File: config.mk
export PLATFORM = sky130hd
export DESIGN_NAME = conv_layer_sequencer
export DESIGN_NICKNAME = d
export VERILOG_FILES = /design/src/rtl/conv_pkg.sv /design/src/rtl/conv_window_addr_gen.sv /design/src/rtl/conv_layer_sequencer.sv
export SDC_FILE = /design/constraint.sdc
export NUM_CORES = 1
export LEC_CHECK = 0
export CORE_UTILIZATION = 40
export CTS_BUF_LIST = sky130_fd_sc_hd__clkbuf_8
export CTS_CLUSTER_DIAMETER = 120
export DETAILED_ROUTE_END_ITERATION = 6
export PLACE_DENSITY_LB_ADDON = 0.3
export SYNTH_ARGS = -nofsm -noshare
export SYNTH_HDL_FRONTEND = slang
export SYNTH_SLANG_ARGS = --single-unit
File: constraint.sdc
create_clock -name clk -period 6.75 [get_ports clk]
set_input_delay 0.675 -clock clk [delete_from_list [all_inputs] [get_ports clk]]
set_output_delay 0.675 -clock clk [all_outputs]
set_load 0.1 [all_outputs]
File: src/rtl/conv_pkg.sv
// conv_pkg: types and helpers shared by the convolution sequencer, its window
// address generator and the pooling controller.
//   conv_state_t : sequencer state encoding
//   out_dim      : output map size of a valid (no padding, stride 1) convolution
//   cnt_width    : counter width for a range of n values, never less than 1 bit
package conv_pkg;

    typedef enum logic [2:0] {
        ST_IDLE  = 3'd0,
        ST_MAC   = 3'd1,
        ST_DRAIN = 3'd2,
        ST_WRITE = 3'd3,
        ST_DONE  = 3'd4
    } conv_state_t;

    function automatic int out_dim(input int img, input int k);
        return img - k + 1;
    endfunction

    function automatic int cnt_width(input int n);
        return (n > 1) ? $clog2(n) : 1;
    endfunction

endpackage

File: src/rtl/conv_window_addr_gen.sv
// conv_window_addr_gen: nested row/col (output pixel) and ky/kx (kernel tap)
// counters plus the pixel/weight/output address arithmetic.
//   clk, rst          clock, async active-high reset
//   clear             zero all counters (start of a pass)
//   tap_step          advance to the next kernel tap; wraps after the last tap
//   pix_step          advance to the next output pixel (row-major)
//   pix_addr          (row+ky)*IMG_W + col+kx
//   wgt_addr          tap index ky*K+kx
//   out_addr          row*OUT_W + col
//   last_tap/last_pix current tap / pixel is the final one
import conv_pkg::*;

module conv_window_addr_gen #(
    parameter int IMG_W   = 28,
    parameter int IMG_H   = 28,
    parameter int K       = 3,
    parameter int ADDR_W  = 10,
    parameter int WADDR_W = 4
) (
    input  logic               clk,
    input  logic               rst,
    input  logic               clear,
    input  logic               tap_step,
    input  logic               pix_step,
    output logic [ADDR_W-1:0]  pix_addr,
    output logic [WADDR_W-1:0] wgt_addr,
    output logic [ADDR_W-1:0]  out_addr,
    output logic               last_tap,
    output logic               last_pix
);

    localparam int OUT_W = out_dim(IMG_W, K);
    localparam int OUT_H = out_dim(IMG_H, K);
    localparam int ROW_W = cnt_width(OUT_H);
    localparam int COL_W = cnt_width(OUT_W);
    localparam int KC_W  = cnt_width(K);

    logic [ROW_W-1:0]   row_r;
    logic [COL_W-1:0]   col_r;
    logic [KC_W-1:0]    ky_r;
    logic [KC_W-1:0]    kx_r;
    logic [WADDR_W-1:0] tap_r;

    logic last_kx_s;
    logic last_ky_s;
    logic last_col_s;
    logic last_row_s;

    assign last_kx_s  = (kx_r == KC_W'(K - 1));
    assign last_ky_s  = (ky_r == KC_W'(K - 1));
    assign last_col_s = (col_r == COL_W'(OUT_W - 1));
    assign last_row_s = (row_r == ROW_W'(OUT_H - 1));
    assign last_tap   = last_kx_s && last_ky_s;
    assign last_pix   = last_col_s && last_row_s;

    // Kernel tap counters; tap_r mirrors ky*K+kx so no multiplier is needed for wgt_addr.
    always_ff @(posedge clk or posedge rst) begin
        if (rst) begin
            ky_r  <= KC_W'(0);
            kx_r  <= KC_W'(0);
            tap_r <= WADDR_W'(0);
        end else if (clear || (tap_step && last_tap)) begin
            ky_r  <= KC_W'(0);
            kx_r  <= KC_W'(0);
            tap_r <= WADDR_W'(0);
        end else if (tap_step) begin
            tap_r <= tap_r + WADDR_W'(1);
            if (last_kx_s) begin
                kx_r <= KC_W'(0);
                ky_r <= ky_r + KC_W'(1);
            end else begin
                kx_r <= kx_r + KC_W'(1);
            end
        end
    end

    // Output pixel counters, column fastest.
    always_ff @(posedge clk or posedge rst) begin
        if (rst) begin
            row_r <= ROW_W'(0);
            col_r <= COL_W'(0);
        end else if (clear) begin
            row_r <= ROW_W'(0);
            col_r <= COL_W'(0);
        end else if (pix_step) begin
            if (last_col_s) begin
                col_r <= COL_W'(0);
                row_r <= last_row_s ? ROW_W'(0) : row_r + ROW_W'(1);
            end else begin
                col_r <= col_r + COL_W'(1);
            end
        end
    end

    assign pix_addr = (ADDR_W'(row_r) + ADDR_W'(ky_r)) * ADDR_W'(IMG_W)
                    + ADDR_W'(col_r) + ADDR_W'(kx_r);
    assign wgt_addr = tap_r;
    assign out_addr = ADDR_W'(row_r) * ADDR_W'(OUT_W) + ADDR_W'(col_r);

endmodule

File: src/rtl/conv_layer_sequencer.sv
// conv_layer_sequencer: walks every valid output pixel of one feature map,
// issues the K*K taps of each window to the MAC, waits MAC_LAT cycles, hands
// the result to pooling over valid/ready, then pulses done.
//   clk, rst             clock, async active-high reset
//   start / busy / done  layer handshake (start sampled only in IDLE)
//   pix_addr, wgt_addr   pixel RAM / weight ROM read addresses (0 outside MAC)
//   mac_en/first/last    MAC control, active only in MAC
//   out_valid/ready/addr result handshake towards the pooling stage
// start is captured into start_q_r and acted on one edge later, so busy rises
// in the cycle after the accepting edge. All outputs decode registered state.
import conv_pkg::*;

module conv_layer_sequencer #(
    parameter int IMG_W   = 28,
    parameter int IMG_H   = 28,
    parameter int K       = 3,
    parameter int ADDR_W  = 10,
    parameter int WADDR_W = 4,
    parameter int MAC_LAT = 2
) (
    input  logic               clk,
    input  logic               rst,
    input  logic               start,
    output logic               busy,
    output logic               done,
    output logic [ADDR_W-1:0]  pix_addr,
    output logic [WADDR_W-1:0] wgt_addr,
    output logic               mac_en,
    output logic               mac_first,
    output logic               mac_last,
    output logic               out_valid,
    input  logic               out_ready,
    output logic [ADDR_W-1:0]  out_addr
);

    localparam int DR_W      = cnt_width(MAC_LAT);
    localparam int DRAIN_MAX = (MAC_LAT > 0) ? MAC_LAT - 1 : 0;

    if (IMG_W * IMG_H > 2 ** ADDR_W) begin : g_chk_addr
        $error("conv_layer_sequencer: IMG_W*IMG_H does not fit in ADDR_W bits");
    end
    if (K * K > 2 ** WADDR_W) begin : g_chk_waddr
        $error("conv_layer_sequencer: K*K does not fit in WADDR_W bits");
    end
    if (K < 1 || IMG_W < K || IMG_H < K || MAC_LAT < 0) begin : g_chk_dims
        $error("conv_layer_sequencer: illegal kernel/map/latency parameters");
    end

    conv_state_t       state_r;
    conv_state_t       state_next_s;
    logic              start_q_r;
    logic [DR_W-1:0]   drain_r;

    logic              clear_s;
    logic              tap_step_s;
    logic              pix_step_s;
    logic [ADDR_W-1:0] gen_pix_addr_s;
    logic [WADDR_W-1:0] gen_wgt_addr_s;
    logic [ADDR_W-1:0] gen_out_addr_s;
    logic              last_tap_s;
    logic              last_pix_s;

    conv_window_addr_gen #(
        .IMG_W   (IMG_W),
        .IMG_H   (IMG_H),
        .K       (K),
        .ADDR_W  (ADDR_W),
        .WADDR_W (WADDR_W)
    ) u_addr_gen (
        .clk      (clk),
        .rst      (rst),
        .clear    (clear_s),
        .tap_step (tap_step_s),
        .pix_step (pix_step_s),
        .pix_addr (gen_pix_addr_s),
        .wgt_addr (gen_wgt_addr_s),
        .out_addr (gen_out_addr_s),
        .last_tap (last_tap_s),
        .last_pix (last_pix_s)
    );

    // State register.
    always_ff @(posedge clk or posedge rst) begin
        if (rst) begin
            state_r <= ST_IDLE;
        end else begin
            state_r <= state_next_s;
        end
    end

    // Start capture: one-shot so a held start cannot re-arm while leaving IDLE.
    always_ff @(posedge clk or posedge rst) begin
        if (rst) begin
            start_q_r <= 1'b0;
        end else begin
            start_q_r <= (state_r == ST_IDLE) && start && !start_q_r;
        end
    end

    // MAC pipeline drain counter, idles at zero.
    always_ff @(posedge clk or posedge rst) begin
        if (rst) begin
            drain_r <= DR_W'(0);
        end else if ((state_r == ST_DRAIN) && (drain_r != DR_W'(DRAIN_MAX))) begin
            drain_r <= drain_r + DR_W'(1);
        end else begin
            drain_r <= DR_W'(0);
        end
    end

    // Next-state and counter control.
    always_comb begin
        state_next_s = state_r;
        clear_s      = 1'b0;
        tap_step_s   = 1'b0;
        pix_step_s   = 1'b0;
        case (state_r)
            ST_IDLE: begin
                if (start_q_r) begin
                    state_next_s = ST_MAC;
                    clear_s      = 1'b1;
                end else begin
                    state_next_s = ST_IDLE;
                end
            end
            ST_MAC: begin
                tap_step_s = 1'b1;
                if (last_tap_s) begin
                    state_next_s = (MAC_LAT > 0) ? ST_DRAIN : ST_WRITE;
                end else begin
                    state_next_s = ST_MAC;
                end
            end
            ST_DRAIN: begin
                if (drain_r == DR_W'(DRAIN_MAX)) begin
                    state_next_s = ST_WRITE;
                end else begin
                    state_next_s = ST_DRAIN;
                end
            end
            ST_WRITE: begin
                if (out_ready) begin
                    pix_step_s   = 1'b1;
                    state_next_s = last_pix_s ? ST_DONE : ST_MAC;
                end else begin
                    state_next_s = ST_WRITE;
                end
            end
            ST_DONE: begin
                state_next_s = ST_IDLE;
            end
            default: begin
                state_next_s = ST_IDLE;
            end
        endcase
    end

    assign busy      = (state_r == ST_MAC) || (state_r == ST_DRAIN) || (state_r == ST_WRITE);
    assign done      = (state_r == ST_DONE);
    assign mac_en    = (state_r == ST_MAC);
    assign mac_first = (state_r == ST_MAC) && (gen_wgt_addr_s == WADDR_W'(0));
    assign mac_last  = (state_r == ST_MAC) && last_tap_s;
    assign pix_addr  = (state_r == ST_MAC) ? gen_pix_addr_s : ADDR_W'(0);
    assign wgt_addr  = (state_r == ST_MAC) ? gen_wgt_addr_s : WADDR_W'(0);
    assign out_valid = (state_r == ST_WRITE);
    assign out_addr  = (state_r == ST_WRITE) ? gen_out_addr_s : ADDR_W'(0);

endmodule

==> run metrics, run 1 <==
Worst Clk Skew approximately 3.5 ps; met1 Usage GRT between 20% and 30%; RSZ-0062 raised after global routing false; share of layout cells above drive strength 1 around 5.8%; Worst setup EP type output port; largest net degree at the start of global routing 24; crit path kind flop to output port; fraction of synthesized cell area in xor and xnor cells roughly 6.4%; share of flip-flops with an asynchronous set or reset between 90% and 100%; placed cells 418; mean post-synth cell area 8.735 sq um; Synth Area in Simple Gates 23.06%; Setup TNS Final 0 ps; port bufs 33; Max FO, Critical Path 8; gr ovfl total 0; failing checks DRC; vias per cell around 5.3; Max Cap Violations 0; CTS root buf clkbuf_8; Fillers about 650; Non-Filler Instances 422; synthesized-area fraction occupied by adder cells 24.65%; number of global-route vias before repair approximately 2200; WP data required 6070 ps; post-route setup slack approximately 1000 ps; post-synthesis sequential area ratio a little over a fifth; Synth Area in Compound Gates 18.19%; Cells after Synth ~320; Initial Utilization between 40% and 50%; post-synthesis mux area share less than 1%; Skew-Pair Late Insertion Delay around 270 ps; met3 usage less than 1%; crit path max-delay cell type clkdlybuf4s50_1; mapped cell area roughly 2800 sq um; Max Fclk about 170 MHz; Top Usage Layer GRT met2; wire length per cell after detailed routing 12.73 microns; YS warnings 0; detailed-route via count roughly 2200; CTS H-tree depth 1; Synth Net Count ~370; Detail Placement HPWL 4.286 mm; Yosys cell types 58; # DRC 2; final instance area between 3000 and 4000 sq um; Rows 29; grt met2 use 28.97%; Final Cycle Share 85.01%; Sink Count 23; Post-CTS Hold Buffers 0; CTS tree built; commonest non-fill, non-tap cells in the layout 43 x ha_1, 41 x nor2_1, 33 x clkdlybuf4s50_1; #FFs+latches synth 23; Die Span Y around 85 microns; Area Overhead vs Synth 14.69%; EDFF count, synth 0; critical path's most frequent cell fa_1; Pins Over Slew Limit 0; chip width roughly 85 microns; Clock Pin Slew Worst Setup and Hold Paths 90 ps; crit path cell chain ha_1 -> fa_1 -> xor2_1 -> fa_1 -> ha_1 -> fa_1 -> xnor2_1 -> nand2b_1 -> nor3_1 -> a31o_1 -> a21oi_1 -> clkdlybuf4s50_1; total CTS buffers 3; number of inserted diodes 0; ys flop type dfrtp_1; hold crit path type flop to flop; core area ~6500 sq um; Worst Setup Start Kind flop; Post-DRT Antenna Nets 0; drt first pass iters 7; initial antenna violation count 0; Final setup viols 0; max_slew headroom 34.47%; Slew @ Worst Pin between 900 and 1000 ps; # resized after CTS 0; clock tree buffer depth 2; die area about 7200 sq um; Place WS between 1000 and 1500 ps; Final Net Count 400; outcome finished, violations left; Tmin final approximately 5700 ps; first-pass GRT wire length between 9 and 10 mm; Arrival @ worst endpoint about 5100 ps; io pins 34; # Post-CTS Setup Buffers 0; dominant combinational cell family by area after synthesis adder cells; slowest cell delay on critical path about 1200 ps; GP Congestion between 0.7 and 0.8; global-route usage over all layers between 15 and 20%; Post-Place Cell Area around 3100 sq um; Routed WL about 5.4 mm; most common cell after layout, fill and taps aside ha_1; DR iter-0 viols 97; Final Hold Vio Count 0
==> worst max-delay path, delay by kind of cell, from the launching register on <==
family	cells	cell delay, ps
buffers and inverters	1	1150
AOI/OAI and AO/OA	2	350
and+or+nand+nor	2	270
xor gates and xnor gates	2	680
adders and majority gates	5	1840
DFF	1	490
==> Yosys cell counts (all sizes together), types with 2 or more instances <==
| master | instances | area share [%] |
|---|---|---|
| and3 | 4 | 0.91 |
| a211o | 2 | 0.64 |
| nor3b | 2 | 0.55 |
| o31ai | 2 | 0.91 |
| o21a | 3 | 0.82 |
| nor2b | 3 | 0.68 |
| nand2 | 19 | 2.6 |
| nor2 | 42 | 6.0 |
| or2 | 3 | 0.77 |
| a311oi | 5 | 1.8 |
| and2 | 9 | 2.0 |
| nand2b | 3 | 0.68 |
| a211oi | 5 | 1.5 |
| a21o | 8 | 2.2 |
| inv | 25 | 3.4 |
| a21oi | 20 | 3.8 |
| buf | 6 | 2.5 |
| nor3 | 11 | 2.2 |
| fa | 7 | 5.1 |
| and4b | 2 | 0.73 |
| xor2 | 6 | 1.9 |
| xnor2 | 14 | 4.5 |
| ha | 43 | 20 |
| o21bai | 3 | 0.82 |
| o21ai | 15 | 2.7 |
| dfrtp | 23 | 21 |
| nand3 | 7 | 1.3 |
| nor4b | 3 | 1.5 |
| o21ba | 2 | 0.73 |
| nor4 | 2 | 0.68 |
==> cells by family after synthesis <==
logic type | Yosys count
simple gates | 117
mux | 1
fa+ha+maj | 50
buf+inv | 32
compound gates | 72
flops | 23
xor+xnor | 20
==> final timing paths <==
| check | slack (ps) | from | depth (start not counted) | endpoint |
|---|---|---|---|---|
| setup reg to reg | 4620 | state_r[0] | 4 | u_addr_gen.row_r[2] |
| max in group asynchronous | 5320 | rst | 2 | u_addr_gen.row_r[2] |
| hold reg to reg | 430 | drain_r | 1 | drain_r |
| setup / recovery | 1010 | u_addr_gen.row_r[0] | 12 | pix_addr[9] |
| hold / removal | 430 | drain_r | 1 | drain_r |
| min in group asynchronous | 880 | rst | 2 | u_addr_gen.wgt_addr[0] |
==> per-layer routing <==
layer | part of all wire [%] | up-vias
met5 | 0 | -
met4 | 1.3 | 0
met3 | 1.5 | 4
met2 | 47 | 31
met1 | 50 | 1043
li1 | - | 1170
==> sequential cells by signal (all words and copies together), names as in the netlist <==
register	flops
drain_r	1
start_q_r	1
state_r	3
u_addr_gen.col_r	5
u_addr_gen.kx_r	2
u_addr_gen.ky_r	2
u_addr_gen.row_r	5
u_addr_gen.wgt_addr	4
==> stage by stage <==
step / hold WS [ps] / util [%]
final: 429.8 / 48.58
after detailed placement: 423.4 / 47.83
after global placement: 417.8 / 47.83
after floorplan: 403.3 / -
after CTS: 436.4 / 48.58
after global routing: 448.4 / 48.58
==> final cells by class <==
| cell class | count | area [sq um] | share of cell area [%] |
|---|---|---|---|
| Multi-Input combinational cell | 260 | 2011 | 63.72 |
| Clock buffer | 3 | 41.29 | 1.308 |
| Sequential cell | 23 | 575.6 | 18.24 |
| Clock inverter | 1 | 7.507 | 0.2379 |
| Tap cell | 77 | 96.34 | 3.053 |
| Timing Repair Buffer | 33 | 330.3 | 10.47 |
| Inverter | 25 | 93.84 | 2.974 |
Power of run 1 is not shown: default switching activity piles up to over one toggle a cycle in this logic, so the estimate is an artifact.
==> inputs of run 2 (changes only) <==
Settings changed: ABC_AREA from default to 1, DONT_BUFFER_PORTS from default to 1, SKIP_CTS_REPAIR_TIMING from default to 1.
==> run 2 against run 1 <==
  * The run still ends with DRC left
  * Clock-buffer cell count is the same
  * Via count grew 4.0%
  * Maximum frequency grew 7.0%
  * Critical path depth grew 4
  * Synthesized area shrank 1.0%
  * Sequential share of layout area grew 1.2 points
  * Setup slack gained 370 ps
  * Critical path type unchanged
  * Highest routed layer unchanged
==> run metrics, run 2 <==
outcome finished, violations left; RSZ-0062 raised after global routing false; share of layout cells above drive strength 1 12.50% (+6.7 points); #FFs+latches synth 23 (unchanged); Slew @ Worst Pin 1186 ps (+205.7 ps); WP data required 6070 ps (about the same); Tmin final 5364 ps (-374.0 ps); Fin Hold WS 435.1 ps (+5.331 ps); mean post-synth cell area 7.149 sq um (-18%); cell accounting for the most synthesized area dfrtp_1; Final Cycle Share 79.47% (-5.5 points); Pins Over Slew Limit 0 (unchanged); drt first pass iters 7 (unchanged); Routed WL 5.347 mm (-0.48%); Yosys top cell area share 21.13% (+0.21 points); Max Cap Violations 0 (unchanged); Max Fclk 186.4 MHz (+7.0%); port bufs 0 (-100%); Clock Pin Slew Worst Setup and Hold Paths 80 ps (about the same); gr ovfl total 0 (unchanged); detailed-route via count 2337 (+4.0%); commonest non-fill, non-tap cells in the layout 81 x nand2_1, 66 x inv_1, 43 x ha_1; number of inserted diodes 0 (unchanged); flop-to-flop setup slack 4230 ps (-390 ps); final instance area 2965 sq um (-6.0%); EDFF count, synth 0 (unchanged); CTS tree built; Synth Net Count 435 (+18%); most common cell after layout, fill and taps aside nand2_1; Setup TNS Final 0 ps (unchanged); top post-synthesis cells by area dfrtp_1 21%, ha_1 20%, nand2_1 11%; Sink Count 23 (unchanged); Worst Clk Skew 3.395 ps (-0.1358 ps); Post-Place Cell Area 2920 sq um (-6.0%); Die Span Y 84.52 microns (-0.49%); DR iter-0 viols 63 (-35%); Worst Setup Start Kind flop; share of flip-flops with an asynchronous set or reset 100.0% (unchanged); crit path kind flop to output port; io pins 34 (unchanged); # DRC 8 (+6); Final setup viols 0 (unchanged); Skew-Pair Late Insertion Delay 270 ps (about the same); mapped cell area 2724 sq um (-1.0%); post-synthesis sequential area ratio 21.13% (+0.21 points); Final Hold Vio Count 0 (unchanged); vias per cell 5.069 (-4.8%); clock tree buffer depth 2 (unchanged); Detail Placement HPWL 4.414 mm (+3.0%); Arrival @ worst endpoint 4690 ps (-370 ps); CTS root buf clkbuf_8; max_slew headroom 21.01% (-13 points); Max FO, Critical Path 7 (-1); total CTS buffers 3 (unchanged); most frequent cell after synthesis nand2_1; Yosys cell types 34 (-41%); largest net degree at the start of global routing 24 (unchanged); YS warnings 0 (unchanged); Final Net Count 439 (+9.8%); global-route usage over all layers 16.79% (+0.31 points); Cells after Synth 381 (+21%); failing checks DRC; Area Overhead vs Synth 8.865%; ys flop type dfrtp_1; first-pass GRT wire length 9.929 mm (+1.8%); core area 6459 sq um (-0.56%); CTS H-tree depth 1 (unchanged); Worst setup EP type output port; die area 7144 sq um (-0.97%); Rows 29 (unchanged); GP Congestion 0.7876 (about the same); leading cell types by count after synthesis 81 x nand2_1, 65 x inv_1, 43 x ha_1, 37 x nor2_1, 23 x dfrtp_1; number of global-route vias before repair 2269 (+3.8%); initial antenna violation count 0 (unchanged); hold crit path type flop to flop; wire length per cell after detailed routing 11.60 microns (-8.9%); chip width 84.52 microns (-0.49%); Initial Utilization 42.17% (-0.19 points); Post-DRT Antenna Nets 0 (unchanged)
## run 2: through the flow
step	utilization, %	cells	setup WS, ps
after floorplan	-	381	1430
after global placement	45.21	457	1799
after detailed placement	45.21	457	1679
after CTS	45.91	461	1368
after global routing	45.91	461	986.4
final	45.91	461	1386
## run 2: critical path: stages, from the launching register on
cell and delay, ps:
dfrtp_1 480, ha_1 260, fa_1 470, xnor2_1 330, inv_1 150, fa_1 470, ha_1 220, fa_1 520
nand2_1 120, inv_1 40, nand2_1 50, nand2_1 40, nor2_1 180, nor2_1 90, nand3_1 80, nand2_1 60
nor2_2 840
## run 2: kinds of logic (layout without fill, tap and decap cells)
logic type | Yosys count | after routing | share of synthesized area (%)
DFF | 23 | 23 | 21.13
and+or+nand+nor | 170 | 170 | 28.53
adders and majority gates | 50 | 50 | 24.90
AOI/OAI and AO/OA | 54 | 54 | 10.89
buffers and inverters | 72 | 75 | 10.66
xor gates and xnor gates | 11 | 11 | 3.537
muxes | 1 | 1 | 0.3675
## run 2: routing by layer
metal  GRT usage [%]  wire length (microns)
met1           21.03                   2531
met2           30.01                   2557
met3           2.655                    160
met4           4.314                     98
met5               0                      0
## run 2: path summary, 6_finish.rpt
| check | from | end | cells after the start |
|---|---|---|---|
| worst max-delay path | u_addr_gen.row_r[0] | pix_addr[8] | 16 |
| worst min-delay path | drain_r | drain_r | 1 |
| worst max register to register | state_r[1] | u_addr_gen.ky_r[0] | 8 |
| worst min register to register | drain_r | drain_r | 1 |
| max in group asynchronous | rst | u_addr_gen.kx_r[1] | 1 |
| min in group asynchronous | rst | u_addr_gen.col_r[2] | 1 |
## run 2: area by class of cell
cell class / instances / area (sq um)
Clock buffer: 3 / 41.29
Clock inverter: 1 / 3.754
Fill cell: 662 / 3493
Inverter: 69 / 275.3
Multi-Input combinational cell: 286 / 1941
Sequential cell: 23 / 575.6
Tap cell: 77 / 96.34
Timing Repair Buffer: 2 / 32.53
Power of run 2 is left out for the same reason.
